File: src/rtl/pipeline_hazard_unit_pkg.sv
// hazard_pkg: shared types and helpers for the pipeline hazard unit.
package hazard_pkg;
  localparam int TAG_AW = 8;
  typedef enum logic [1:0] {FWD_RF = 2'b00, FWD_MEMWB = 2'b01, FWD_EXMEM = 2'b10} fwd_sel_e;
  typedef struct packed {
    logic              valid;
    logic [TAG_AW-1:0] rd;
    logic              regwrite;
    logic              memread;
    logic [TAG_AW-1:0] rs1;
    logic [TAG_AW-1:0] rs2;
    logic              use_rs1;
    logic              use_rs2;
  } tag_entry_t;
  function automatic logic producer(tag_entry_t s, logic [TAG_AW-1:0] r, logic x0_zero);
    return s.valid & s.regwrite & (s.rd == r) & !(x0_zero & (r == '0));
  endfunction
  function automatic fwd_sel_e fwd_select(tag_entry_t m, tag_entry_t w, logic [TAG_AW-1:0] r, logic x0_zero);
    return (producer(m, r, x0_zero) & !m.memread) ? FWD_EXMEM : producer(w, r, x0_zero) ? FWD_MEMWB : FWD_RF;
  endfunction
endpackage

File: src/rtl/pipeline_hazard_unit_sat_counter.sv
// sat_counter: counter that sticks at its all-ones value.
module sat_counter #(
  parameter int CNT_W = 32
) (
  input  logic             clk,
  input  logic             clear,
  input  logic             inc,
  output logic [CNT_W-1:0] count
);
  always_ff @(posedge clk)
    if (clear) count <= '0;
    else if (inc & ~&count) count <= count + 1'b1;
endmodule

File: src/rtl/pipeline_hazard_unit.sv
// pipeline_hazard_unit: stall/flush/forwarding control from a shadow tag pipeline.
module pipeline_hazard_unit
  import hazard_pkg::*;
#(
  parameter int REG_AW  = 5,
  parameter int FWD_EN  = 1,
  parameter int CNT_W   = 32,
  parameter int X0_ZERO = 1
) (
  input  logic              clk,
  input  logic              reset,
  input  logic              id_valid,
  input  logic [REG_AW-1:0] id_rs1,
  input  logic [REG_AW-1:0] id_rs2,
  input  logic              id_use_rs1,
  input  logic              id_use_rs2,
  input  logic [REG_AW-1:0] id_rd,
  input  logic              id_regwrite,
  input  logic              id_memread,
  input  logic              branch_taken,
  output logic              pc_hold,
  output logic              ifid_hold,
  output logic              ifid_flush,
  output logic              idex_bubble,
  output logic              exmem_flush,
  output logic [1:0]        fwd_a,
  output logic [1:0]        fwd_b,
  output logic [CNT_W-1:0]  stall_cnt,
  output logic [CNT_W-1:0]  flush_cnt
);
  localparam logic X0 = (X0_ZERO != 0);
  localparam logic FWD = (FWD_EN != 0);
  tag_entry_t ex, mem, wb, id_e;
  logic [TAG_AW-1:0] r1, r2;
  logic u1, u2, load_use, any_raw, br, stall;
  assign r1 = TAG_AW'(id_rs1);
  assign r2 = TAG_AW'(id_rs2);
  assign u1 = id_valid & id_use_rs1;
  assign u2 = id_valid & id_use_rs2;
  assign id_e = '{valid: 1'b1, rd: TAG_AW'(id_rd), regwrite: id_regwrite, memread: id_memread,
                  rs1: r1, rs2: r2, use_rs1: id_use_rs1, use_rs2: id_use_rs2};
  assign load_use = ex.memread & ((u1 & producer(ex, r1, X0)) | (u2 & producer(ex, r2, X0)));
  assign any_raw = (u1 & (producer(ex, r1, X0) | producer(mem, r1, X0) | producer(wb, r1, X0)))
                 | (u2 & (producer(ex, r2, X0) | producer(mem, r2, X0) | producer(wb, r2, X0)));
  // a taken branch squashes the stalled instruction anyway, so it overrides the stall
  assign br = branch_taken & !reset;
  assign stall = (FWD ? load_use : any_raw) & !branch_taken & !reset;
  assign pc_hold = stall;
  assign ifid_hold = stall;
  assign ifid_flush = br;
  assign idex_bubble = stall | br;
  assign exmem_flush = br;
  assign fwd_a = (!FWD || reset) ? FWD_RF : fwd_select(mem, wb, ex.rs1, X0);
  assign fwd_b = (!FWD || reset) ? FWD_RF : fwd_select(mem, wb, ex.rs2, X0);
  always_ff @(posedge clk)
    if (reset) begin
      ex  <= '0;
      mem <= '0;
      wb  <= '0;
    end else begin
      wb  <= mem;
      mem <= exmem_flush ? '0 : ex;
      ex  <= (idex_bubble | !id_valid) ? '0 : id_e;
    end
  sat_counter #(.CNT_W(CNT_W)) u_stall_cnt (.clk(clk), .clear(reset), .inc(pc_hold), .count(stall_cnt));
  sat_counter #(.CNT_W(CNT_W)) u_flush_cnt (.clk(clk), .clear(reset), .inc(br), .count(flush_cnt));
endmodule

File: config.mk
export PLATFORM = sky130hd
export DESIGN_NAME = pipeline_hazard_unit
export DESIGN_NICKNAME = d
export VERILOG_FILES = /design/src/rtl/pipeline_hazard_unit_pkg.sv /design/src/rtl/pipeline_hazard_unit_sat_counter.sv /design/src/rtl/pipeline_hazard_unit.sv
export SDC_FILE = /design/constraint.sdc
export NUM_CORES = 1
export LEC_CHECK = 0
export CORE_UTILIZATION = 53
export DETAILED_ROUTE_END_ITERATION = 10
export HOLD_SLACK_MARGIN = 0.05
export PLACE_DENSITY = 0.92
export SKIP_LAST_GASP = 1
export SLEW_MARGIN = 30
export SYNTH_ARGS = -nofsm -noshare
export SYNTH_HDL_FRONTEND = slang
export SYNTH_SLANG_ARGS = --single-unit
File: constraint.sdc
create_clock -name clk -period 4.25 [get_ports clk]
set_input_delay 0.85 -clock clk [delete_from_list [all_inputs] [get_ports clk]]
set_output_delay 0.85 -clock clk [all_outputs]
set_load 0.05 [all_outputs]
# Word-level counts from Yosys, hierarchy flattened
# Index checks and enable logic that the tools add are counted.
dict set report word_totals {
  register_bits 112
  inputBits 23
  output_inout_bits 73
}
dict set report op_classes {
  add_sub_neg 2
  eq_ne 6
  mux 7
  n_bitwise 30
  n_reduce_logical 18
}
# cell count
set ops {}
lappend ops {{$add 32x1->32 const B} 2}
lappend ops {{$reduce_and 32->1} 2}
lappend ops {{$eq 8x8->1} 4}
lappend ops {{$logic_not 8->1} 4}
lappend ops {{$mux 29} 1}
lappend ops {{$and 1x1->1} 27}
lappend ops {{$eq 8x5->1} 2}
lappend ops {{$logic_not 1->1} 10}
lappend ops {{$mux 2} 4}
lappend ops {{$reduce_or 2->1} 2}
lappend ops {{$or 1x1->1} 3}
lappend ops {{$mux 1} 2}

# Depth between registers and ports, before layout
# Gate-level depths: netlist (run 1).
dict set report logic_depth {
  ltp_word 11
  ltp_mapped 9
  mapped_depth_nobuf 7
}

# Modules after synthesis
# A second synthesis (run 1) with hierarchy kept.
dict set report unflattened {
  hier_cells 543
  area_unflattened_um2 4956.0
}
# module instances cells_per_inst area_per_inst_um2 seq_area_each_um2
set modules_own_cells {}
lappend modules_own_cells {sat_counter 2 191 1721.7 640.6}
lappend modules_own_cells {pipeline_hazard_unit 1 161 1512.7 660.6}

# Least setup slack after synthesis (run 1)
# No wires, ideal clock.
dict set report synth_path {
  kind {input-to-output}
  startpoint {in reset}
  endpoint {out fwd_a[0]}
  arrival_ns 3.014
  required_ns 3.400
  path_slack_ns 0.386
  cell_stages 5
  path_buffers 2
  cell_sequence {buf_2 -> clkbuf_1 -> nor2_1 -> nand3_1 -> nor4b_1}
}
dict set report synth_via {
  elab_chain_cells 1
}
# element line
set synth_lines {}
lappend synth_lines {{from (decl)} pipeline_hazard_unit.sv:11} ;# input logic reset,
lappend synth_lines {{$mux 2} pipeline_hazard_unit.sv:53} ;# assign fwd_a = (!FWD || reset) ? FWD_RF : fwd_select(mem, wb, ex.rs1, X0);
lappend synth_lines {{to (decl)} pipeline_hazard_unit.sv:26} ;# output logic [1:0] fwd_a,
# No other way between the ends.

# Worst setup path in the final report (run 1)
dict set report layout_path {
  startpoint {in id_rs1[0]}
  endpoint {out idex_bubble}
}
dict set report layout_via {
  elab_chain_cells 9
  word_cells_on_any_way 11
  classes_between {1 x eq/ne; 8 x bitwise; 2 x reduce/logical}
}
# element line
set layout_lines {}
lappend layout_lines {{from (decl)} pipeline_hazard_unit.sv:13} ;# input logic [REG_AW-1:0] id_rs1,
lappend layout_lines {{$eq 8x5->1 or $logic_not 8->1 (tied branches)} n/a}
lappend layout_lines {{$and 1x1->1 or $logic_not 1->1 (tied branches)} n/a}
lappend layout_lines {{$and 1x1->1 *} n/a}
lappend layout_lines {{$and 1x1->1 *} pipeline_hazard_unit.sv:42} ;# assign load_use = ex.memread & ((u1 & producer(ex, r1, X0)) | (u2 & producer(ex, r2, X0)));
lappend layout_lines {{$or 1x1->1 *} pipeline_hazard_unit.sv:42}
lappend layout_lines {{$and 1x1->1 *} pipeline_hazard_unit.sv:42}
lappend layout_lines {{$and 1x1->1 * (2 in a row)} pipeline_hazard_unit.sv:47} ;# assign stall = (FWD ? load_use : any_raw) & !branch_taken & !reset;
lappend layout_lines {{$or 1x1->1 *} pipeline_hazard_unit.sv:51} ;# assign idex_bubble = stall | br;
lappend layout_lines {{to (decl)} pipeline_hazard_unit.sv:24} ;# output logic idex_bubble,
# Every way passes the cells marked *; elsewhere a longest branch is shown, timed or not.

==> results of run 1 <==
area by class of cell:
cell class	count	area, sq um
clock buffers	10	138
clock inverters	6	42.5
fillers	666	2550
inverters	10	37.5
multi-input cells	411	2580
flip-flops and latches	97	1940
well taps	105	131
repair buffers	96	958
path summary, 6_finish.rpt:
| kind | startpoint | to | slack, ps | cells after the start |
|---|---|---|---|---|
| worst max register to register | ex[22]$_SDFF_PP0_ | u_stall_cnt.count[27]$_SDFFE_PP0P_ | 1770 | 6 |
| worst min register to register | ex[19]$_SDFF_PP0_ | mem[19]$_SDFF_PP0_ | 460 | 1 |
| worst min-delay path | ex[19]$_SDFF_PP0_ | mem[19]$_SDFF_PP0_ | 460 | 1 |
| worst max-delay path | id_rs1[0] | idex_bubble | 560 | 7 |
metal layers:
| metal | part of all wire [%] | up-vias | wire, um | global-route usage (%) |
|---|---|---|---|---|
| li1 | - | 2093 | - | - |
| met1 | 43 | 2018 | 4920 | 33.0 |
| met2 | 50 | 152 | 5660 | 43.9 |
| met3 | 5.3 | 19 | 600 | 4.74 |
| met4 | 1.7 | 0 | 195 | 8.96 |
| met5 | 0 | - | 0 | 0 |
where the power goes:
group / switching (W) / internal [W] / total (W)
Sequential: 0.00000886 / 0.000916 / 0.000925
Clock: 0.000323 / 0.000230 / 0.000553
Combinational: 0.0000522 / 0.0000424 / 0.0000946
worst max-delay path, stage by stage:
cell and delay [ps]:
clkdlybuf4s50_1 450, or4_1 560, a21oi_2 240, nor3_2 90
a31oi_4 320, nand2_1 150, buf_12 170
per-stage QoR:
| stage | hold WS [ps] | setup WS, ps | instances |
|---|---|---|---|
| after global routing | 480 | 478 | 735 |
| after floorplan | 422 | 386 | 541 |
| final | 463 | 563 | 735 |
| after global placement | 438 | 630 | 719 |
| after detailed placement | 441 | 568 | 719 |
| after CTS | 464 | 583 | 735 |
flip-flops by register name (all words and copies together), names as in the netlist:
signal,flops
ex,18
mem,8
u_stall_cnt.count,32
u_flush_cnt.count,32
wb,7
kinds of logic after synthesis:
| logic type | after synthesis | synth area share [%] |
|---|---|---|
| buf+inv | 33 | 3.50 |
| xor+xnor | 47 | 8.79 |
| simple gates | 264 | 32.7 |
| flops | 97 | 41.5 |
| mux | 5 | 1.15 |
| fa+ha+maj | 2 | 0.534 |
| compound gates | 93 | 11.9 |
cell usage in the layout, fill, tap and decap left out, drive strengths merged, types with 11 or more instances in the layout:
cell type | synthesis | routed
dfxtp | 97 | 97
nor2 | 39 | 39
inv | 10 | 11
xor2 | 11 | 11
nand2 | 36 | 36
nor2b | 13 | 13
nand4 | 21 | 21
nor3 | 19 | 19
clkdlybuf4s50 | 0 | 91
a21oi | 43 | 43
or4 | 12 | 12
o21ai | 31 | 31
nand3 | 30 | 30
xnor2 | 36 | 36
and2 | 26 | 26
or3 | 26 | 26
==> metrics.txt, run 1 <==
Setup Buffers After CTS 0; Max Cap Viol 0; Area Overhead vs Synth 24.5%; post_cts resized 0; Antenna diodes 0; Distinct cells, synth 52; Fin. Hold Viols 0; post-synth top area cell dfxtp_1; minimum clock period 3690 ps; Placer Congestion 0.907; clk slew on worst S/H paths 90 ps; CTS Buffer Depth 2; vias in the first global route 4027; drt via density 5.83; Final ANT Viol Nets 0; total core area 8380 sq um; arrival time at the worst endpoint 2840 ps; Hold Path Class reg -> reg; Clock Latency Late Sink 360 ps; Pleak 1.87 nW; I/O pin count 96; CTS Buf Count 9; Post-Layout Inst Area 5830 sq um; Die Y 96.0 um; die width 96.0 um; initial detailed-routing violation count 356; status finished clean; routed len/inst 15.5 um; WS Path Type in -> out; RSZ-0062 raised after global routing false; Tot Pwr 0.00157 W; Worst setup EP type output pin; largest cells by area after synthesis dfxtp_1 (41%), xnor2_1 (6.7%), a21oi_1 (4.4%); FMAX 0.271 GHz; Ys Warns 0; largest net degree at the start of global routing 66; DR vias 4282; TritonCTS clock tree built; post-synthesis async set-or-reset flop share 0%; first-pass GRT wire length 18700 um; slew margin rel. 46.0%; Worst Max-Slew Pin Slew 807 ps; EDFF count, synth 0; clk root buf clkbuf_8; final core occ 69.6%; Final period util 86.8%; final net count 650; DP Area 5650 sq um; Finish-stage setup viols 0; drt pass-1 iters 5; share of cells above drive strength 1 7.46%; Port Buf Inserts 95; grt total ovfl 0; flops & latches, synth 97; hpwl dp 8240 um; H-tree Lvls 3; setup TNS 0 ps; initial core utilization 55.9%; die area 9220 sq um; initial antenna violation count 0; final wirelength 11400 um; # rows 33; hold buffers post-CTS 0; sequential fraction of the synthesis area 41.5%; DRC Markers 0; Worst setup SP type primary input; Main synth FF type dfxtp_1; Worst Path Max Fanout 7; most common cell in the netlist dfxtp_1; Final Max Tran Viols 0; Power per Cell Area 269 nW/um^2; list of most frequent post-synthesis cells dfxtp_1 (97), a21oi_1 (41), nor2_1 (38); syn avg cell area 8.66 sq um; clock sinks 97; Synthesized Nets 566; Yosys top cell area share 41.5%; Post-Syn Instances 541; Clock Skew 9.94 ps; Max VDD drop 0.178 mV; Syn Std Cell Area 4680 sq um; Req. time, crit path 3400 ps; total global-route track usage 25.9%
Note: power is estimated with default switching activity, not from simulation.
==> run 2, diff against run 1 <==
CORE_UTILIZATION = 55   (was 53)
PLACE_DENSITY = 0.85   (was 0.92)
==> metrics.txt, run 2 (synthesized netlist as in run 1, its figures left out) <==
Layout fillers 620 (-6.9%); share of cells above drive strength 1 7.61% (+0.15 points); Pleak 1.89 nW (+1.1%); Power per Cell Area 280 nW/um^2 (+4.1%); Finish-stage setup viols 0 (unchanged); CTS Buf Count 9 (unchanged); die width 94.3 um (-1.8%); Worst Path Max Fanout 7 (unchanged); TritonCTS clock tree built; Final Max Tran Viols 0 (unchanged); DRC Markers 0 (unchanged); total core area 8220 sq um (-2.0%); initial core utilization 57.0% (+1.1 points); first-pass GRT wire length 17600 um (-5.8%); hpwl dp 8110 um (-1.5%); CP startpoint id_rs2[0]; Final ANT Viol Nets 0 (unchanged); final wirelength 11000 um (-3.6%); Setup Buffers After CTS 0 (unchanged); crit path to idex_bubble; post_cts resized 0 (unchanged); H-tree Lvls 3 (unchanged); final net count 651 (+0.15%); Slowest cell on crit path or4_1; register area 1940 sq um (unchanged); Worst Max-Slew Pin Slew 822 ps (+14.6 ps); die area 8890 sq um (-3.6%); vias in the first global route 3852 (-4.3%); clk slew on worst S/H paths 100 ps (about the same); worst-path cell chain clkdlybuf4s50_1, or4_1, a21oi_2, nor4_1, a31oi_4, nand2_1, buf_12; setup TNS 0 ps (unchanged); Port Buf Inserts 95 (unchanged); drt pass-1 iters 5 (unchanged); clock sinks 97 (unchanged); DR vias 4229 (-1.2%); most common cell after layout, fill and taps aside dfxtp_1; Clock Skew 16.3 ps (+6.38 ps); largest registers u_flush_cnt.count (32), u_stall_cnt.count (32), ex (18); WP depth 7 (unchanged); initial detailed-routing violation count 202 (-43%); FF-to-FF Start ex[22]$_SDFF_PP0_; clk root buf clkbuf_8; worst r2r dst u_stall_cnt.count[11]$_SDFFE_PP0P_; Die Y 94.3 um (-1.8%); Antenna diodes 0 (unchanged); drt via density 5.75 (-1.4%); Fin. Hold Viols 0 (unchanged); routed len/inst 14.9 um (-3.7%); grt total ovfl 0 (unchanged); slew margin rel. 45.1% (-0.82 points); CTS Buffer Depth 2 (unchanged); I/O pin count 96 (unchanged); FMAX 0.275 GHz (+1.5%); arrival time at the worst endpoint 2780 ps (-60 ps); commonest cells after routing, fill and taps aside dfxtp_1 (97), clkdlybuf4s50_1 (91), a21oi_1 (41); Placer Congestion 0.906 (about the same); R2R cell count 7 (+1); # rows 33 (unchanged); largest net degree at the start of global routing 64 (-3.0%); minimum clock period 3630 ps (-56.2 ps); RSZ-0062 raised after global routing false; multi-input logic area 2580 sq um (unchanged); Max Cap Viol 0 (unchanged); status finished clean; total global-route track usage 25.3% (-0.64 points); Largest delay share family, worst path simple AND/OR/NAND/NOR gates; WP buf/inv 2 (unchanged); Hold Path Class reg -> reg; Worst setup EP type output pin; Clock Latency Late Sink 370 ps (about the same); hold buffers post-CTS 0 (unchanged); worst hold slack 461 ps (-1.91 ps); WS Path Type in -> out; Req. time, crit path 3400 ps (about the same); Area Overhead vs Synth 25.4%; Max VDD drop 0.188 mV (+5.4%); initial antenna violation count 0 (unchanged); Reg2Reg Setup Slack 1780 ps (about the same); Final period util 85.4% (-1.3 points); Max stage delay on crit path 560 ps (about the same); Worst setup SP type primary input
==> run 2: metrics by stage <==
stage                     worst slack, ps  power, W  area, sq um  util (%)  instances
after detailed placement              595   0.00104         5660      68.9        720
after CTS                             600   0.00166         5880      71.5        736
after floorplan                       386   0.00100         4680         -        541
final                                 619   0.00165         5880      71.5        736
after global routing                  490   0.00170         5880      71.5        736
after global placement                655   0.00104         5660      68.8        720
==> run 2: area by class of cell <==
cell class / count / share of cell area [%]
multi-input combinational: 411 / 44.0
sequential: 97 / 33.0
timing repair buffer: 97 / 16.4
clock buffer: 11 / 2.58
tap: 105 / 2.24
clock inverter: 5 / 1.09
inverter: 10 / 0.639
==> run 2: report_power, final <==
| part | switching [W] | internal (W) |
|---|---|---|
| registers | 0.00000874 | 0.000916 |
| clock network | 0.000321 | 0.000307 |
| logic | 0.0000526 | 0.0000424 |
==> run 2: worst min-delay path by stage <==
stage                            startpoint                  to  slack [ps]  cells past startpoint
after global placement    ex[28]$_SDFF_PP0_  mem[28]$_SDFF_PP0_         440                      1
after floorplan           ex[28]$_SDFF_PP0_  mem[28]$_SDFF_PP0_         420                      1
after detailed placement  ex[28]$_SDFF_PP0_  mem[28]$_SDFF_PP0_         430                      1
after CTS                 ex[28]$_SDFF_PP0_  mem[28]$_SDFF_PP0_         460                      1
after global routing      ex[28]$_SDFF_PP0_  mem[28]$_SDFF_PP0_         480                      1
final                     ex[18]$_SDFF_PP0_  mem[18]$_SDFF_PP0_         460                      1
==> run 2: worst reg2reg max path, stage by stage, from the launching register on <==
cell and delay (ps):
dfxtp_1 430, xor2_1 120, nor4bb_1 330, nor4b_4 390
o21ai_4 250, buf_4 250, or4_1 480, a21oi_1 150
==> run 2: metal layers <==
metal,wire (um),GRT usage (%),part of all wire (%)
met3,586,4.53,5.3
met4,264,11.5,2.4
met1,4720,31.4,43
met2,5390,42.2,49
met5,0,0,0
==> run 3, diff against run 2 <==
CORE_UTILIZATION = 46   (was 55)
PLACE_DENSITY = 0.76   (was 0.85)
clock period = 3.13 ns   (was 4.25 ns; I/O delays follow)
==> metrics.txt, run 3 (synthesized netlist as in run 1, its figures left out) <==
Antenna diodes 0 (unchanged); Die Y 103 um (+9.1%); # rows 36 (+9.1%); Port Buf Inserts 95 (unchanged); die width 103 um (+9.1%); Final ANT Viol Nets 0 (unchanged); Hold Path Stages 1 (unchanged); commonest cells after routing, fill and taps aside dfxtp_1 (97), clkdlybuf4s50_1 (85), a21oi_1 (41); hpwl dp 8170 um (+0.69%); TritonCTS clock tree built; Power per Cell Area 366 nW/um^2 (+31%); DR vias 4262 (+0.78%); first-pass GRT wire length 18100 um (+2.5%); Final Max Tran Viols 0 (unchanged); Placer Congestion 0.937 (+3.4%); hold buffers post-CTS 0 (unchanged); arrival time at the worst endpoint 2460 ps (-320 ps); FMAX 0.324 GHz; R2R cell count 8 (+1); Worst setup SP type primary input; clk slew on worst S/H paths 90 ps (about the same); CTS Buf Count 9 (unchanged); status finished clean; grt total ovfl 0 (unchanged); H-tree Lvls 3 (unchanged); initial antenna violation count 0 (unchanged); total global-route track usage 21.6% (-3.7 points); Reg2Reg Setup Slack 880 ps (-900 ps); total core area 9820 sq um (+20%); final net count 667 (+2.5%); most common cell after layout, fill and taps aside dfxtp_1; Comb power frac 6.4% (+0.6 points); Max VDD drop 0.207 mV (+10%); Worst setup EP type output pin; Finish-stage setup viols 0 (unchanged); Worst Max-Slew Pin Slew 661 ps (-161 ps); Clock Latency Late Sink 360 ps (about the same); Switching Power 0.000526 W (+38%); Max Cap Viol 0 (unchanged); RSZ-0062 raised after global routing false; I/O pin count 96 (unchanged); minimum clock period 3090 ps; clk root buf clkbuf_8; drt via density 5.47 (-4.8%); Tot Pwr 0.00223 W (+36%); Fin. Hold Viols 0 (unchanged); Pleak 2.03 nW (+7.2%); final wirelength 10800 um (-1.2%); Net Sw Frac 23.6% (+0.36 points); Req. time, crit path 2500 ps (-900 ps); Post-Layout Inst Area 6100 sq um (+3.9%); share of cells above drive strength 1 10.5% (+2.9 points); vias in the first global route 3913 (+1.6%); CTS Buffer Depth 2 (unchanged); Clk pwr share 37.4% (-0.7 points); Pint 0.00171 W (+35%); Seq pwr share 56.2% (about the same); routed len/inst 13.9 um (-6.7%); drt pass-1 iters 4 (-1); Final period util 98.6%; Area Overhead vs Synth 30.3%; WS Path Type in -> out; Worst Path Max Fanout 3 (-4); initial core utilization 47.7% (-9.3 points); largest registers u_flush_cnt.count (32), u_stall_cnt.count (32), ex (18); die area 10600 sq um (+19%); Inst Count DP 762 (+5.8%); Finished Layout Cells 779 (+5.8%); DP Area 5870 sq um (+3.6%); DRC Markers 0 (unchanged); Hold Path Class reg -> reg; Clock Skew 15.2 ps (-1.12 ps); initial detailed-routing violation count 126 (-38%); largest net degree at the start of global routing 33 (-48%); slew margin rel. 55.8% (+11 points); clock sinks 97 (unchanged)
-- run 3: cell types whose count changed in the layout (fill, tap and decap cells not counted), sizes merged --
cell,before,now
buf,6,26
clkdlybuf4s50,91,85
dlymetal6s2s,0,2
inv,10,12
clkbuf,11,10
clkinv,3,2
clkinvlp,1,0
-- run 3: metal layers --
layer  vias to the layer above  global-route usage (%)  part of all wire (%)
met4                         0                    7.91                   2.0
met1                      2009                    27.5                    46
met2                       104                    37.0                    48
li1                       2130                       -                     -
met5                         -                       0                     0
met3                        19                    3.25                   4.1
-- run 3: layout make-up --
class / instances / area (sq um)
Clock buffer: 10 / 138
Timing Repair Buffer: 113 / 1160
Sequential cell: 97 / 1940
Fill cell: 833 / 3720
Inverter: 10 / 37.5
Clock inverter: 5 / 63.8
Multi-Input combinational cell: 411 / 2600
Tap cell: 133 / 166
-- run 3: final timing paths --
check	startpoint	to
setup reg to reg	ex[23]$_SDFF_PP0_	u_stall_cnt.count[9]$_SDFFE_PP0P_
setup / recovery	id_rs1[2]	ifid_hold
hold reg to reg	ex[28]$_SDFF_PP0_	mem[28]$_SDFF_PP0_
hold / removal	ex[28]$_SDFF_PP0_	mem[28]$_SDFF_PP0_
-- run 3: through the flow --
stage          TNS, ps  util [%]  hold WS, ps  setup WS, ps
2_1_floorplan        0         -          422           276
3_3_place_gp         0      59.7          437          27.7
3_5_place_dp     -60.7      59.7          437         -30.9
4_1_cts              0      61.8          460          20.9
5_1_grt              0      62.1          481          17.4
6_report             0      62.1          455          43.0
-- run 3: power groups by stage --
| stage | Clock, W | Sequential, W | Combinational (W) |
|---|---|---|---|
| 2_1_floorplan | 0 | 0.00129 | 0.0000702 |
| 3_3_place_gp | 0 | 0.00128 | 0.000137 |
| 3_5_place_dp | 0 | 0.00128 | 0.000141 |
| 4_1_cts | 0.000852 | 0.00126 | 0.000141 |
| 5_1_grt | 0.000893 | 0.00126 | 0.000156 |
| 6_report | 0.000835 | 0.00126 | 0.000143 |
-- run 3: worst max-delay path, stage by stage --
cell	delay, ps
clkdlybuf4s50_1	450
or4_4	510
a21oi_4	210
nor4b_4	60
buf_4	160
or2_4	280
buf_12	150
-- run 3: repair_timing --
item | 4_1_cts | 5_1_grt
resized for setup | 1 | 4
buffers inserted | 0 | 2
pin swaps | 1 | 2
endpoints found under the setup margin | 2 | 4
